## src/rtl/leb128_encoder_pkg.sv

```systemverilog
// Shared type codes, LEB128 length limits and capture helper for the immediate encoder.
package leb128_pkg;

  typedef enum logic [1:0] {
    TYPE_I32 = 2'd0,
    TYPE_I64 = 2'd1,
    TYPE_F32 = 2'd2,
    TYPE_F64 = 2'd3
  } val_type_e;

  localparam int LEB_MAX_I32 = 5;
  localparam int LEB_MAX_I64 = 10;

  typedef enum logic {
    ST_IDLE = 1'b0,
    ST_EMIT = 1'b1
  } enc_state_e;

  // Widen an i32 to 64 bits so one shifter serves both integer widths.
  function automatic logic [63:0] extend_value(input logic [63:0] v, input val_type_e t,
                                               input logic s);
    logic [63:0] r;
    r = v;
    if (t == TYPE_I32) begin
      r = s ? {{32{v[31]}}, v[31:0]} : {32'd0, v[31:0]};
    end
    return r;
  endfunction

endpackage

```

## src/rtl/leb128_encoder_step.sv

```systemverilog
// Combinational single-byte step: produces the next output byte, the shifted remainder
// and whether this byte terminates the value.
module leb128_step
  import leb128_pkg::*;
(
  input  logic [63:0] i_sh,
  input  logic        i_signed,
  input  val_type_e   i_type,
  input  logic [3:0]  i_idx,
  input  logic        i_pad,
  output logic [7:0]  o_byte,
  output logic [63:0] o_next_sh,
  output logic        o_last
);

  logic [6:0]  w_low;
  logic [63:0] w_next;
  logic        w_is_float;
  logic [3:0]  w_cap_idx;
  logic        w_cap;
  logic        w_natural;

  always_comb begin
    w_low      = i_sh[6:0];
    w_is_float = (i_type == TYPE_F32) || (i_type == TYPE_F64);
    case (i_type)
      TYPE_I32: w_cap_idx = 4'(LEB_MAX_I32 - 1);
      TYPE_I64: w_cap_idx = 4'(LEB_MAX_I64 - 1);
      TYPE_F32: w_cap_idx = 4'd3;
      default:  w_cap_idx = 4'd7;
    endcase
    w_cap = (i_idx == w_cap_idx);

    if (w_is_float)    w_next = {8'd0, i_sh[63:8]};
    else if (i_signed) w_next = {{7{i_sh[63]}}, i_sh[63:7]};
    else               w_next = {7'd0, i_sh[63:7]};

    // Signed values end once the remainder is pure sign and the emitted sign bit agrees.
    if (i_signed) w_natural = ((w_next == '0) && !w_low[6]) || ((w_next == '1) && w_low[6]);
    else          w_natural = (w_next == '0);

    o_next_sh = w_next;
    if (w_is_float) begin
      o_byte = i_sh[7:0];
      o_last = w_cap;
    end else begin
      o_last = i_pad ? w_cap : (w_natural || w_cap);
      o_byte = {~o_last, w_low};
    end
  end

endmodule

```

## src/rtl/leb128_encoder.sv

```systemverilog
// Serialises one typed value into LEB128 / raw IEEE bytes, one byte per handshake.
// Build option LEB128_PAD_EN adds in_pad for fixed-width (5/10 byte) integer immediates.
module leb128_encoder
  import leb128_pkg::*;
(
  input  logic        clk,
  input  logic        reset,
  input  logic        in_valid,
  output logic        in_ready,
  input  logic [63:0] in_value,
  input  logic [1:0]  in_type,
  input  logic        in_signed,
`ifdef LEB128_PAD_EN
  input  logic        in_pad,
`endif
  output logic        out_valid,
  input  logic        out_ready,
  output logic [7:0]  out_byte,
  output logic        out_last
);

  enc_state_e  r_state, w_state_next;
  logic [63:0] r_sh, w_sh_next;
  logic        r_signed, w_signed_next;
  val_type_e   r_type, w_type_next;
  logic        r_pad, w_pad_next;
  logic [3:0]  r_idx, w_idx_next;
  logic        r_in_ready, r_out_valid;
  logic [7:0]  r_out_byte, w_out_byte_next;
  logic        r_out_last, w_out_last_next;

  val_type_e   w_in_type;
  logic        w_in_pad;
  logic        w_idle;
  logic [63:0] w_step_sh;
  logic        w_step_signed;
  val_type_e   w_step_type;
  logic        w_step_pad;
  logic [3:0]  w_step_idx;
  logic [7:0]  w_step_byte;
  logic [63:0] w_step_next_sh;
  logic        w_step_last;

  assign w_in_type = val_type_e'(in_type);
`ifdef LEB128_PAD_EN
  assign w_in_pad = in_pad;
`else
  assign w_in_pad = 1'b0;
`endif

  // The step logic sees the incoming value while idle so the first byte is ready on accept.
  assign w_idle        = (r_state == ST_IDLE);
  assign w_step_sh     = w_idle ? extend_value(in_value, w_in_type, in_signed) : r_sh;
  assign w_step_signed = w_idle ? in_signed : r_signed;
  assign w_step_type   = w_idle ? w_in_type : r_type;
  assign w_step_pad    = w_idle ? w_in_pad : r_pad;
  assign w_step_idx    = w_idle ? 4'd0 : r_idx;

  leb128_step u_step (
    .i_sh      (w_step_sh),
    .i_signed  (w_step_signed),
    .i_type    (w_step_type),
    .i_idx     (w_step_idx),
    .i_pad     (w_step_pad),
    .o_byte    (w_step_byte),
    .o_next_sh (w_step_next_sh),
    .o_last    (w_step_last)
  );

  always_comb begin
    w_state_next    = r_state;
    w_sh_next       = r_sh;
    w_signed_next   = r_signed;
    w_type_next     = r_type;
    w_pad_next      = r_pad;
    w_idx_next      = r_idx;
    w_out_byte_next = r_out_byte;
    w_out_last_next = r_out_last;
    case (r_state)
      ST_IDLE: begin
        if (in_valid && r_in_ready) begin
          w_state_next    = ST_EMIT;
          w_sh_next       = w_step_next_sh;
          w_signed_next   = in_signed;
          w_type_next     = w_in_type;
          w_pad_next      = w_in_pad;
          w_idx_next      = 4'd1;
          w_out_byte_next = w_step_byte;
          w_out_last_next = w_step_last;
        end
      end
      default: begin
        if (out_ready) begin
          if (r_out_last) begin
            w_state_next    = ST_IDLE;
            w_idx_next      = 4'd0;
            w_out_byte_next = 8'd0;
            w_out_last_next = 1'b0;
          end else begin
            w_sh_next       = w_step_next_sh;
            w_idx_next      = r_idx + 4'd1;
            w_out_byte_next = w_step_byte;
            w_out_last_next = w_step_last;
          end
        end
      end
    endcase
  end

  always_ff @(posedge clk) begin
    if (!reset) begin
      r_state     <= ST_IDLE;
      r_sh        <= '0;
      r_signed    <= 1'b0;
      r_type      <= TYPE_I32;
      r_pad       <= 1'b0;
      r_idx       <= 4'd0;
      r_in_ready  <= 1'b0;
      r_out_valid <= 1'b0;
      r_out_byte  <= 8'd0;
      r_out_last  <= 1'b0;
    end else begin
      r_state     <= w_state_next;
      r_sh        <= w_sh_next;
      r_signed    <= w_signed_next;
      r_type      <= w_type_next;
      r_pad       <= w_pad_next;
      r_idx       <= w_idx_next;
      r_in_ready  <= (w_state_next == ST_IDLE);
      r_out_valid <= (w_state_next == ST_EMIT);
      r_out_byte  <= w_out_byte_next;
      r_out_last  <= w_out_last_next;
    end
  end

  assign in_ready  = r_in_ready;
  assign out_valid = r_out_valid;
  assign out_byte  = r_out_byte;
  assign out_last  = r_out_last;

endmodule

```

## config.mk

```make
export PLATFORM = sky130hd
export DESIGN_NAME = leb128_encoder
export DESIGN_NICKNAME = d
export VERILOG_FILES = /design/src/rtl/leb128_encoder_pkg.sv /design/src/rtl/leb128_encoder_step.sv /design/src/rtl/leb128_encoder.sv
export SDC_FILE = /design/constraint.sdc
export NUM_CORES = 1
export LEC_CHECK = 0
export CORE_MARGIN = 2
export CORE_UTILIZATION = 60
export CTS_CLUSTER_DIAMETER = 30
export CTS_CLUSTER_SIZE = 28
export DETAILED_ROUTE_END_ITERATION = 12
export PLACE_DENSITY = 0.95
export SLEW_MARGIN = 10
export SYNTH_ARGS = -nofsm -noshare
export SYNTH_HDL_FRONTEND = slang
export SYNTH_SLANG_ARGS = --single-unit
```

## constraint.sdc

```tcl
create_clock -name clk -period 6.1 [get_ports clk]
set_input_delay 1.22 -clock clk [delete_from_list [all_inputs] [get_ports clk]]
set_output_delay 1.22 -clock clk [all_outputs]
set_load 0.02 [all_outputs]
```

==> results.yml <==
timing:
  layout_setup_ws_ns: 1.80
  setup_viol: 0
  slew_headroom: 0.283
  fin_crit_sh: 0.704
  rsz0062_at_grt: "false"
  report.final.slew_viol_count: 0
  skew_ns: 0.0222
  final.min_clock_period_ns: 4.30
  fmax_mhz: 233
  tightest_slew_ns: 1.08
  hold_viol: 0
  finalSetupTns_ns: 0
clock_tree:
  clk_pin_slew_ns: 0.09
  cts_hold_buf: 0
  cts-root-buf: "clkbuf_8"
  post_cts_resized: 0
  cts_setup_buffers: 0
  clkLatencyLatePin_ns: 0.35
  clock_sinks: 76
  htreeDepth: 3
  clk_path_buf_depth: 2
  cts_tree: "yes"
  cts_inserted_buffers: 9
layout:
  synthToLayoutAreaGrowth_pct: 17.0
  drive_above_1_share: 0.0842
  ff_latch_area_um2: 1530
  nFillCells: 718
  layout.cells.non_filler: 871
  fin_util: 0.713
  antenna_cells: 0
  final_nets: 829
  multi_input_area_um2: 3680
place:
  gp_congestion: 1.02
  numPortBuffers: 81
  dpl.cell_count: 855
  post-dp-hpwl_mm: 13.3
  place_ws_ns: 1.53
drt:
  first_pass_iters: 6
  vias: 5959
  ant_nets: 0
  drc_errors: 0
  first_iter_violations: 595
  wl_per_cell_um: 21.3
  wirelength_mm: 18.6
  vias_per_cell: 6.84
logic_synthesis:
  synth_top_family_by_area: "compound AO/OA/AOI/OAI gates"
  muxShareOfSynthArea: 0.119
  synth_top_area_share: 0.275
  synth.area.top_cells: "dfxtp_1 (28%), nand2_1 (6.8%), mux2i_1 (6.3%)"
  yosys.area_share.simple: 0.249
  netlist_area_um2: 5530
  synth.top_cells.by_count: "nand2_1 (100), dfxtp_1 (76), a21oi_1 (53)"
  synth_most_common_cell: "nand2_1"
  yosys_warnings: 0
  yosys_register_bits: 76
  yosysUniqueCellTypes: 74
  postSynthCellCount: 716
  synth_top_cell_by_area: "dfxtp_1"
  synth_nets: 790
  ys_async_sr_fraction: 0
  synth_compound_area_frac: 0.288
  synth_edf_count: 0
  yosysSeqAreaShare: 0.275
  synth-xor-area-share: 0.00159
  synthAdderAreaFrac: 0.00679
  synth_area_per_cell_um2: 7.72
  synth_top_flop_cell: "dfxtp_1"
outcome:
  status: "complete, no violations"
power_and_ir_drop:
  power_density_nw_per_um2: 226
  p_total_mw: 1.46
  p_sw_uw: 506
  p_clk_frac: 0.296
  power_leakage_nw: 2.32
  irDropWorstVdd_uv: 129
  p_sw_frac: 0.346
  p_int_uw: 955
  p_comb_frac: 0.297
  p_seq_frac: 0.406
global_route:
  grt_util_all_layers: 0.363
  grt_pass1_wl_mm: 28.7
  grt_max_degree: 80
  gr-total-overflow: 0
  antenna_found_initial: 0
  grt_pass1_vias: 5446
setup_path:
  crit_path_end_kind: "flip-flop"
  startpoint_type: "input pin"
  critPathArrivalTime_ns: 4.52
  crit_start: "in_type[0]"
  worstPathMaxFanout: 22
  crit_required_ns: 6.32
  r2r_start: "out_valid"
  worstSetupPathType: "in -> reg"
floorplan:
  die_area_um2: 9990
  die_height_um: 100
  dieWidth_um: 100
  initial_core_util: 0.610
  coreArea_um2: 9060
  rows: 35
  ios: 82
job:
  max-cap-violations: 0
hold_path:
  hold_class: "reg -> reg"
  min_from: "r_idx[3]"
-- layout make-up --
| type | count | area share |
|---|---|---|
| clock inverter | 6 | 0.0135 |
| tap | 111 | 0.0215 |
| inverter | 11 | 0.00639 |
| multi-input combinational | 567 | 0.569 |
| clock buffer | 10 | 0.0197 |
| sequential | 76 | 0.236 |
| timing repair buffer | 90 | 0.134 |
-- cell usage in the layout (no fill, tap or decap), types with 4 or more instances in the layout --
master / Yosys / layout
nor2b_1: 21 / 21
a32oi_1: 4 / 4
clkdlybuf4s50_1: 0 / 79
o21ai_0: 43 / 43
mux2_2: 20 / 20
nand4_1: 11 / 11
nor2_1: 35 / 34
clkbuf_8: 0 / 9
o21a_1: 7 / 7
a21boi_0: 24 / 24
nand2_1: 100 / 100
nor3b_1: 7 / 7
nand3b_1: 4 / 4
nor4b_1: 4 / 4
mux2i_1: 35 / 35
a21oi_1: 53 / 53
dfxtp_1: 76 / 75
a221o_1: 4 / 4
and2_1: 17 / 17
a22oi_1: 15 / 15
nor4_1: 8 / 8
o221ai_1: 4 / 4
o32a_1: 4 / 4
o211ai_1: 9 / 9
o22ai_1: 4 / 4
o211a_1: 8 / 8
and3_1: 5 / 5
a211oi_1: 13 / 13
inv_1: 9 / 9
a31oi_1: 8 / 8
nand2b_1: 4 / 4
nand3_1: 19 / 19
a221oi_1: 5 / 5
nor3_1: 16 / 16
buf_4: 5 / 9
-- logic make-up after synthesis --
kind of cell             Yosys count
multiplexers                      59
flip-flops                        76
adder cells (fa/ha/maj)            3
buffers and inverters             73
XOR/XNOR                           1
AO/OA/AOI/OAI                    233
AND/OR/NAND/NOR                  271
-- power by group through the flow --
stage	combinational (mW)	sequential (mW)	clock, mW
after floorplan	0.289	0.580	0
after global placement	0.415	0.600	0
after detailed placement	0.421	0.602	0
after CTS	0.424	0.591	0.433
after global routing	0.466	0.598	0.453
final	0.434	0.594	0.433
-- final timing paths --
path,endpoint,slack [ns],depth (start not counted)
worst max-delay path,out_byte[7],1.80,10
worst min-delay path,r_idx[3],0.45,1
worst max register to register,out_byte[7],2.22,8
worst min register to register,r_idx[3],0.45,1
-- worst max-delay path: stages --
cell	delay (ns)
clkdlybuf4s50_1	0.41
buf_4	0.21
nand3b_1	0.44
a221oi_1	0.36
a21oi_1	0.11
or4_1	0.58
or4_1	0.42
or4b_1	0.56
nand4_1	0.12
a21boi_1	0.08
-- sequential cells by signal, summed over array words and instances, names as in the netlist --
name	cells
r_idx	4
r_type	2
out_last	1
r_signed	1
in_ready	1
out_valid	1
out_byte	8
r_sh	58
-- layer usage --
metal	track usage	up-vias	share of wire
met5	0	-	0
met1	0.483	2797	0.41
li1	-	2734	-
met4	0.124	0	0.030
met2	0.609	370	0.47
met3	0.0467	58	0.083
-- stage by stage --
stage / area [um2] / hold WS [ns]
final: 6460 / 0.447
after CTS: 6460 / 0.448
after global placement: 6250 / 0.412
after detailed placement: 6250 / 0.435
after floorplan: 5530 / 0.403
after global routing: 6460 / 0.471
Power figures use the tool's default switching activity.
